File: src/rtl/sram32_arb_pkg.sv
// Shared constants for the two-port sram32 arbiter.
// Holds the FSM state encodings and the port-id constants.
package sram32_arb_pkg;

    typedef enum logic [1:0] {
        IDLE  = 2'd0,
        LOCK0 = 2'd1,
        LOCK1 = 2'd2
    } state_t;

    localparam logic PORT0 = 1'b0;
    localparam logic PORT1 = 1'b1;

endpackage

File: src/rtl/sram32_arb.sv
// Two-port round-robin arbiter with bounded locking in front of one sram32.
// Ports: clk, rst; per port pN_req/lock/we/be/addr/wdata in, pN_ack/rvalid/rdata out;
// sram_rd/we/byte_en/addr/wdata out and sram_rdata in, wired straight to the SRAM.
module sram32_arb
    import sram32_arb_pkg::*;
#(
    parameter int ADDR_WIDTH = 11,
    parameter int MAX_LOCK   = 4
) (
    input  logic                  clk,
    input  logic                  rst,
    input  logic                  p0_req,
    input  logic                  p0_lock,
    input  logic                  p0_we,
    input  logic [3:0]            p0_be,
    input  logic [ADDR_WIDTH-1:0] p0_addr,
    input  logic [31:0]           p0_wdata,
    output logic                  p0_ack,
    output logic                  p0_rvalid,
    output logic [31:0]           p0_rdata,
    input  logic                  p1_req,
    input  logic                  p1_lock,
    input  logic                  p1_we,
    input  logic [3:0]            p1_be,
    input  logic [ADDR_WIDTH-1:0] p1_addr,
    input  logic [31:0]           p1_wdata,
    output logic                  p1_ack,
    output logic                  p1_rvalid,
    output logic [31:0]           p1_rdata,
    output logic                  sram_rd,
    output logic                  sram_we,
    output logic [3:0]            sram_byte_en,
    output logic [ADDR_WIDTH-1:0] sram_addr,
    output logic [31:0]           sram_wdata,
    input  logic [31:0]           sram_rdata
);

    state_t     state, state_nxt;
    logic [3:0] lock_cnt, lock_cnt_nxt;
    logic       last_grant, last_grant_nxt;
    logic       rvalid0_q, rvalid1_q;

    logic       grant_any;
    logic       grant_id;
    logic       win_lock;
    logic       win_we;
    logic [3:0] cnt_inc;
    logic       cnt_hit;
    logic       first_hit;

    // Grant decode: nothing is granted while reset is held.
    always_comb begin
        grant_any = 1'b0;
        grant_id  = PORT0;
        if (!rst) begin
            unique case (state)
                IDLE: begin
                    if (p0_req && p1_req) begin
                        grant_any = 1'b1;
                        grant_id  = ~last_grant;
                    end else if (p0_req) begin
                        grant_any = 1'b1;
                        grant_id  = PORT0;
                    end else if (p1_req) begin
                        grant_any = 1'b1;
                        grant_id  = PORT1;
                    end
                end
                LOCK0: begin
                    grant_any = p0_req;
                    grant_id  = PORT0;
                end
                LOCK1: begin
                    grant_any = p1_req;
                    grant_id  = PORT1;
                end
                default: ;
            endcase
        end
    end

    assign win_lock  = (grant_id == PORT1) ? p1_lock : p0_lock;
    assign win_we    = (grant_id == PORT1) ? p1_we : p0_we;
    assign cnt_inc   = lock_cnt + 4'd1;
    assign cnt_hit   = (cnt_inc == 4'(MAX_LOCK));
    assign first_hit = (4'd1 == 4'(MAX_LOCK));

    always_ff @(posedge clk) begin
        if (rst) begin
            state      <= IDLE;
            lock_cnt   <= 4'd0;
            last_grant <= PORT1;
            rvalid0_q  <= 1'b0;
            rvalid1_q  <= 1'b0;
        end else begin
            state      <= state_nxt;
            lock_cnt   <= lock_cnt_nxt;
            last_grant <= last_grant_nxt;
            rvalid0_q  <= grant_any && !win_we && (grant_id == PORT0);
            rvalid1_q  <= grant_any && !win_we && (grant_id == PORT1);
        end
    end

    // A forced exit at MAX_LOCK leaves last_grant on the lock owner,
    // which hands the next contended cycle to the other port.
    always_comb begin
        state_nxt      = state;
        lock_cnt_nxt   = lock_cnt;
        last_grant_nxt = grant_any ? grant_id : last_grant;
        unique case (state)
            IDLE: begin
                if (grant_any && win_lock && !first_hit) begin
                    state_nxt    = (grant_id == PORT1) ? LOCK1 : LOCK0;
                    lock_cnt_nxt = 4'd1;
                end
            end
            LOCK0, LOCK1: begin
                if (!grant_any || !win_lock || cnt_hit) begin
                    state_nxt    = IDLE;
                    lock_cnt_nxt = 4'd0;
                end else begin
                    lock_cnt_nxt = cnt_inc;
                end
            end
            default: begin
                state_nxt    = IDLE;
                lock_cnt_nxt = 4'd0;
            end
        endcase
    end

    always_comb begin
        p0_ack       = grant_any && (grant_id == PORT0);
        p1_ack       = grant_any && (grant_id == PORT1);
        sram_rd      = grant_any && !win_we;
        sram_we      = grant_any && win_we;
        sram_byte_en = 4'd0;
        sram_addr    = p0_addr;
        sram_wdata   = p0_wdata;
        if (grant_id == PORT1) begin
            sram_addr  = p1_addr;
            sram_wdata = p1_wdata;
        end
        if (grant_any) begin
            sram_byte_en = (grant_id == PORT1) ? p1_be : p0_be;
        end
        // Reset also hides a read that was in flight when it arrived.
        p0_rvalid = rvalid0_q && !rst;
        p1_rvalid = rvalid1_q && !rst;
        p0_rdata  = p0_rvalid ? sram_rdata : 32'd0;
        p1_rdata  = p1_rvalid ? sram_rdata : 32'd0;
    end

endmodule

File: config.mk
export PLATFORM = sky130hd
export DESIGN_NAME = sram32_arb
export DESIGN_NICKNAME = d
export VERILOG_FILES = /design/src/rtl/sram32_arb_pkg.sv /design/src/rtl/sram32_arb.sv
export SDC_FILE = /design/constraint.sdc
export NUM_CORES = 1
export LEC_CHECK = 0
export CORE_AREA = 3 3 95 97
export DETAILED_ROUTE_END_ITERATION = 16
export DIE_AREA = 0 0 98 100
export PLACE_DENSITY = 0.76
export SLEW_MARGIN = 20
export SYNTH_ARGS = -nofsm -noshare
export SYNTH_HDL_FRONTEND = slang
export SYNTH_SLANG_ARGS = --single-unit
File: constraint.sdc
create_clock -name clk -period 2.99 [get_ports clk]
set_clock_uncertainty 0.2 [all_clocks]
set_input_delay 0.598 -clock clk [delete_from_list [all_inputs] [get_ports clk]]
set_output_delay 0.598 -clock clk [all_outputs]
set_load 0.02 [all_outputs]
# After elaboration in Yosys (flattened, before gate mapping)
# Cells that the tools add are included.
word_totals:
  ff_bits: 9
  in_bits: 134
  out_inout_bits: 117
  word_cells: 56
classes:
  n_addsub: 1
  n_eq_ne: 5
  n_mux: 24
  n_bitwise: 2
  reduce_logical: 19
ops:
  columns: ["operator", "n"]
  rows:
  - ["$mux W32", 3]
  - ["$mux W4", 4]
  - ["$mux W11", 1]
  - ["$logic_and A1 B1 Y1", 10]
  - ["$mux W1", 9]
  - ["$pmux W4 S2", 1]
  - ["$mux W2", 3]
  - ["$add A4 B1 Y4 const B", 1]
  - ["$eq A4 B3 Y1 const B", 1]
  - ["$logic_not A1 Y1", 4]
  - ["$ne A2 B2 Y1 const B", 2]
  - ["$pmux W2 S2", 1]
  - ["$pmux W1 S3", 1]
  - ["$eq A2 B1 Y1 const B", 1]
  - ["$eq A2 B2 Y1 const B", 1]
  - ["$logic_not A2 Y1", 1]
  - ["$logic_or A1 B1 Y1", 2]
  - ["$not A1 Y1", 2]
  - ["$pmux W1 S2", 1]
  - ["$reduce_and A2 Y1", 1]
  - ["$reduce_or A2 Y1", 1]

# Logic depth before layout (Yosys ltp)
logic_depth:
  word_depth: 11
  depth_mapped: 9
  mapped_depth_nobuf: 7

# Least setup slack after synthesis
# No wires, ideal clock.
synth_path:
  path_type: "register -> output"
  from: "register state[0]"
  to: "output sram_byte_en[0]"
  arrival_time_ps: 1871
  required_ps: 2192
  setup_slack_ps: 321
  path_stages_with_launch: 9
  path_buffers: 1
  path_cell_list: "dfxtp_1 -> inv_1 -> ha_1 -> buf_6 -> o21ai_4 -> a21oi_4 -> nand2b_4 -> nor2_1 -> a22o_1"
synth_between:
  elab_chain_len: 5
  word_cells_on_any_way: 9
  cone_classes: "eq/ne: 2; mux: 6; reduce/logical: 1"
synth_lines:
  columns: ["element", "line_no", "source"]
  rows:
  - ["from (decl)", "sram32_arb.sv:38", "state_t state, state_nxt;"]
  - ["from (signal assigned)", "sram32_arb.sv:96", "state <= state_nxt;"]
  - ["$eq A2 B2 Y1 / $logic_not A2 Y1 (equally long branches)", "sram32_arb.sv:56", "unique case (state)"]
  - ["$pmux W1 S2", "sram32_arb.sv:56", null]
  - ["$mux W1", "sram32_arb.sv:55", "if (!rst) begin"]
  - ["$mux W4", "sram32_arb.sv:145", "sram_byte_en = (grant_id == PORT1) ? p1_be : p0_be;"]
  - ["$mux W4 (*)", "sram32_arb.sv:144", "if (grant_any) begin"]
  - ["to (decl)", "sram32_arb.sv:32", "output logic [3:0] sram_byte_en,"]
# Every way passes the cells marked *; elsewhere a longest branch is shown, timed or not.

# Worst setup path in the final report
layout_path:
  from: "input p0_req"
  to: "output sram_wdata[0]"
layout_between:
  elab_chain_len: 5
  word_cells_on_any_way: 6
  cone_classes: "mux: 5; reduce/logical: 1"
layout_lines:
  columns: ["element", "line_no", "source"]
  rows:
  - ["from (decl)", "sram32_arb.sv:12", "input logic p0_req,"]
  - ["$mux W1 / $logic_and A1 B1 Y1 (equally long branches)", "sram32_arb.sv:61, sram32_arb.sv:58", null]
  - ["$mux W1 (*)", "sram32_arb.sv:58", "if (p0_req && p1_req) begin"]
  - ["$pmux W1 S2 (*)", "sram32_arb.sv:56", null]
  - ["$mux W1 (*)", "sram32_arb.sv:55", null]
  - ["$mux W32 (*)", "sram32_arb.sv:140", "if (grant_id == PORT1) begin"]
  - ["to (decl)", "sram32_arb.sv:34", "output logic [31:0] sram_wdata,"]
# Marks and branches as above.

==> impl_metrics.json <==
{
  "tightestPinTransition_ns": 0.4657,
  "overflow": 0,
  "initial_utilization": 0.2025,
  "final_area_mm2": 0.004491,
  "hp-class": "flip-flop to flip-flop",
  "cts_tree": "done",
  "finalCriticalPeriod_ns": 2.927,
  "cts-root-buf": "clkbuf_8",
  "regArea_um2": 180.2,
  "path_clk_slew_ns": 0.04,
  "synth_common_cells": "and2_1, mux2_2, dfxtp_1",
  "synthFlopType": "dfxtp_1",
  "status": "completed",
  "port_buffers": 250,
  "areaGrowthSynthToFinish_pct": 169.8,
  "cap_violations": 0,
  "dp_hpwl_mm": 8.233,
  "yosysSeqAreaShare": 0.1083,
  "num-nets-final": 606,
  "cts_hold_buf": 0,
  "async_flop_share": 0,
  "finalSetupViolCount": 0,
  "postPlaceCellArea_mm2": 0.004404,
  "cts_buffers": 3,
  "synthTopCellsByArea": "mux2_2, and2_1, dfxtp_1, ha_1, nand4_1",
  "core_mm2": 0.008217,
  "slew_headroom": 0.6896,
  "clock_sinks": 9,
  "core.rowCount": 33,
  "cp.arrival_ns": 2.13,
  "grt_pass1_wl_mm": 14.18,
  "antenna_found_initial": 0,
  "clock_latency_ns": 0.23,
  "first_pass_iters": 5,
  "ctsLongestPathBuffers": 2,
  "syn_inst": 202,
  "finalHoldViolCount": 0,
  "synth.avg_cell_area_um2": 8.238,
  "endpoint_kind": "output port",
  "drt_iter0_markers": 44,
  "die_area_mm2": 0.009800,
  "die_h_um": 100,
  "leakagePower_nw": 2.505,
  "routed_wl_mm": 9.988,
  "worst-r2r-setup-slack_ns": 0.83,
  "period_share": 0.9789,
  "drive_gt1_frac": 0.2559,
  "fp.dieW_um": 98,
  "grt_max_degree": 34,
  "synthDistinctLibCells": 34,
  "synth_most_common_cell": "and2_1",
  "synth_area_leader_cell": "mux2_2",
  "filler_cell_count": 753,
  "crit_fanout": 10,
  "critPathRequiredTime_ns": 2.19,
  "synth_largest_type_area_fraction": 0.2977,
  "synth-edff-count": 0,
  "diodes": 0,
  "io_pins": 251,
  "drc": 0,
  "fmax_mhz": 341.6,
  "ff2ff_path_depth": 8,
  "multiInputGateArea_mm2": 0.001430,
  "final-max-slew-violation-count": 0,
  "syn_area_mm2": 0.001664,
  "vdd_ir_drop_max_mv": 0.2367,
  "rsz0062_at_grt": "yes",
  "cts_max_level": 1,
  "detail-route-antenna-nets": 0,
  "synth_fp_nets": 342,
  "whs_ns": 0.3396,
  "place_congestion": 0.8889,
  "hold_path_depth": 2,
  "synth_seq_cells": 9,
  "vias_per_cell": 4.525,
  "drt-wirelength-per-cell_um": 17.52,
  "vias": 2579,
  "p_per_area_mw_per_mm2": 382.9,
  "critPathKind": "primary input to output port",
  "start_kind": "primary input",
  "grt_pass1_vias": 2566,
  "track_usage": 0.1842,
  "yosysWarnings": 0
}
## final cells by class
class	instances	area share
inverters	3	0.002508
well taps	105	0.02926
flip-flops and latches	9	0.04012
repair buffers	273	0.5996
clock buffers	4	0.01003
multi-input cells	176	0.3185
## metal layers
layer	track usage	part of all wire	routed length (um)	up-vias
met3	0.05351	0.092	915	12
met1	0.1957	0.37	3691	1151
met2	0.3565	0.52	5225	180
met5	0	0	0	-
met4	0.04260	0.016	157	0
li1	-	-	-	1236
## state kept, by name, summed over array words and instances, names as in the netlist
| register | flops |
|---|---|
| state | 2 |
| rvalid0_q | 1 |
| rvalid1_q | 1 |
| last_grant | 1 |
| lock_cnt | 4 |
## critical path, stage by stage
cell and delay [ns]:
dlygate4sd2_1 0.25, nand2_2 0.09, a31oi_4 0.11, nor2_4 0.16, buf_12 0.13, bufbuf_16 0.27
mux2_2 0.35, buf_2 0.17
## what timing repair did
action / in CTS / in global routing
cloned: 2 / 1
setup buffers: 2 / 0
resized for setup: 141 / 71
pin swaps: 2 / 1
setup endpoints to repair: 117 / 76
## final timing paths
check,end,startpoint
setup / recovery,sram_wdata[0],p0_req
hold / removal,last_grant$_SDFFE_PP1P_,last_grant$_SDFFE_PP1P_
setup reg to reg,lock_cnt[3]$_SDFFE_PP0P_,state[0]$_SDFFE_PP0P_
hold reg to reg,last_grant$_SDFFE_PP1P_,last_grant$_SDFFE_PP1P_
## report_power, final
| group | switching (mW) | internal (mW) | total [mW] |
|---|---|---|---|
| Sequential | 0.0152 | 0.143 | 0.158 |
| Clock | 0.0507 | 0.0931 | 0.144 |
| Combinational | 0.687 | 0.730 | 1.42 |
| Total | 0.753 | 0.966 | 1.72 |
## logic make-up (layout without fill, tap and decap cells)
logic type                 after synthesis  after routing  synth area share
AOI/OAI and AO/OA                       23             23            0.1196
and+or+nand+nor                        101            101            0.3707
buffers and inverters                   17            280           0.04661
DFF                                      9              9            0.1083
muxes                                   46             46            0.3098
adders and majority gates                6              6           0.04511
## metrics by stage
| step | setup WS, ns | TNS [ns] | utilization | total power [mW] | std cells |
|---|---|---|---|---|---|
| floorplan | 0.3205 | 0 | - | 0.8653 | 202 |
| global placement | -0.4770 | -33.16 | 0.5360 | 1.564 | 561 |
| detailed placement | -0.5096 | -36.84 | 0.5360 | 1.573 | 561 |
| CTS | -0.06662 | -0.06662 | 0.5441 | 1.731 | 569 |
| global route | -0.02287 | -0.04356 | 0.5465 | 1.822 | 570 |
| finish | 0.06300 | 0 | 0.5465 | 1.720 | 570 |
## layout by cell type (no fill, tap or decap), types with 3 or more instances in the layout
cell	Yosys	final
nor3_1	3	3
clkdlybuf4s15_2	0	6
ha_1	6	4
inv_1	3	3
mux2_2	44	44
nor2b_1	7	6
buf_12	0	4
buf_4	0	17
buf_2	5	8
nand2_1	4	4
clkdlybuf4s50_1	0	136
nor2_1	5	5
a22o_1	4	4
clkbuf_8	0	3
dfxtp_1	9	9
nand3b_1	3	3
a21oi_1	4	4
nand4_1	7	7
and2_1	66	65
clkbuf_2	0	20
dlygate4sd2_1	0	34
clkdlybuf4s15_1	0	11
dlymetal6s2s_1	0	32
No activity file was read; power rests on OpenSTA's default activity.
==> RTL change (same flow settings) <==
The 3 states of `state_t` get a one-hot encoding in 3 bits.
--- a/src/rtl/sram32_arb_pkg.sv
+++ b/src/rtl/sram32_arb_pkg.sv
@@ -3,8 +3,8 @@
 package sram32_arb_pkg;
 
-    typedef enum logic [1:0] {
-        IDLE  = 2'd0,
-        LOCK0 = 2'd1,
-        LOCK1 = 2'd2
+    typedef enum logic [2:0] {
+        IDLE  = 3'b001,
+        LOCK0 = 3'b010,
+        LOCK1 = 3'b100
     } state_t;
 
Function: no difference found for any inputs over 10 cycles, from zero or initial values and one cycle with rst high; not proved beyond that.
==> RTL change against the original RTL <==
  * Critical path depth unchanged
  * Routed wire length down 16%
  * Worst setup slack worse by 7.9 ps
  * Largest cell class unchanged
  * Utilization down 2.0 points
  * Cell area down 3.7%
  * Sequential cell count up 1
  * Area after synthesis up 2.4%
  * Total power down 24%
  * Critical endpoint is now sram_byte_en[0]
==> RTL change: results (changes against the original RTL) <==
ys.flop_type: "dfxtp_1"
placed_area_um2: 4430  # +0.60%
syn_nets: 345  # +0.88%
outcome: "finished clean"
dp_hpwl_mm: 7.23  # -12%
dp_cells: 567  # +1.1%
post_cts_buffers: 3  # +1
crit_slowest_cell: "a211oi_4"
use_met3_pct: 3.75  # -1.6 points
whs_path_depth: 2  # unchanged
portBuffers: 250  # unchanged
relSlewSlack_pct: 68.6  # -0.38 points
wl_met3_um: 731  # -20%
hp-start: "lock_cnt[2]"
crit_family: "buffers and inverters"
grt_util_all_layers_pct: 15.8  # -2.6 points
yosys-top-cells-area: "mux2_2 (28%), and2_1 (24%), dfxtp_1 (12%), a22o_1 (3.1%), buf_4 (2.6%)"
grt_pass1_vias: 2603  # +1.4%
gr-usage-met2_pct: 33.9  # -1.7 points
slowest_delay_ps: 270  # -80 ps
ir_drop_uv: 188  # -21%
grt_use_met1_pct: 15.5  # -4.0 points
wl_mm: 8.44  # -16%
drive_above_1_share_pct: 28.0  # +2.4 points
ff2ff_setup_slack_ps: 720  # -110 ps
cts_resized: 289  # +100%
r2r_start: "state[1]"
synthArstFlopShare_pct: 0  # unchanged
final_nets: 608  # +0.33%
wl_met1_mm: 2.88  # -22%
stdcell_count: 576  # +1.1%
vias_per_cell: 4.47  # -1.2%
reg_top3: "lock_cnt: 4 flops, state: 3 flops"
crit_fanout: 6  # -4
cts.path.max_buffers: 2  # unchanged
insertion_delay_ps: 240
worstRegToRegCells: 6  # -2
synthCells: 209  # +3.5%
holdWs_ps: 353  # +13.6 ps
drtIter0Drc: 24  # -45%
ys_seq_area_share_pct: 11.7  # +0.92 points
diodes: 0  # unchanged
place_congestion: 0.800  # -10%
grt_pass1_wl_mm: 12.9  # -9.0%
yosys.cell_types.count: 40  # +18%
cts_buffers: 3  # unchanged
first_pass_iters: 4  # -1
root_buffer: "clkbuf_8"
reg2reg_to: "state[0]"
holdCritPathClass: "flip-flop to flip-flop"
clk_pin_slew_ps: 50
synth_warnings: 0  # unchanged
top_register: "lock_cnt"
min_to: "lock_cnt[2]"
wl_met2_mm: 4.81  # -8.0%
yosys-top-cells-count: "and2_1 (66), mux2_2 (42), dfxtp_1 (10), nand2_1 (9), clkbuf_1 (8)"
leakagePower_uw: 0.00206  # -18%
dp_worst_setup_slack_ps: -632  # -123 ps
-- RTL change: cell count changes after synthesis, moves of 4 or more --
cell,change
ha_1,-4
nand4_1,-7
nand2_1,+5
buf_2,-4
buf_4,+6
-- RTL change: tightest hold or removal path, stage by stage, from the launching register on --
cell,delay [ps]
dfxtp_1,350
nand2b_1,90
o21ai_0,60
-- RTL change: how the worst max path moves through the flow --
| stage | start | endpoint | slack, ps | cells after the start |
|---|---|---|---|---|
| 2_1_floorplan | p1_req | sram_byte_en[0] | 240 | 4 |
| 6_report | p0_req | sram_byte_en[0] | 60 | 8 |
| 5_1_grt | p1_req | sram_addr[10] | 0.08 | 8 |
| 3_5_place_dp | p1_req | sram_addr[1] | -630 | 7 |
| 4_1_cts | rst | p1_rdata[26] | 5 | 6 |
| 3_3_place_gp | p1_req | sram_byte_en[2] | -570 | 8 |
-- RTL change: cell families after synthesis --
family                   share of synthesized area (%)
AND/OR/NAND/NOR                                   39.4
AO/OA/AOI/OAI                                     12.5
buffers and inverters                             4.92
adder cells (fa/ha/maj)                           1.47
flip-flops                                        11.7
multiplexers                                      29.0
XOR/XNOR                                          1.03
-- RTL change: where the power goes --
part / switching [uW] / internal [uW]
Sequential: 26.9 / 152
Combinational: 440 / 512
Clock: 53.7 / 116
Total: 521 / 780
-- RTL change: layout make-up --
class	instances	area (um^2)
clock buffers	4	55.1
multi-input cells	183	1460
repair buffers	273	2470
fillers	818	3890
inverters	1	3.75
flip-flops and latches	10	201
well taps	105	131
-- RTL change: metrics by stage --
stage | total power (uW) | TNS, ps | utilization (%)
after detailed placement | 1170 | -46520 | 53.9
after global placement | 1150 | -44090 | 53.9
after floorplan | 652 | 0 | -
final | 1300 | 0 | 52.7
after global routing | 1380 | 0 | 52.7
after CTS | 1310 | 0 | 52.5
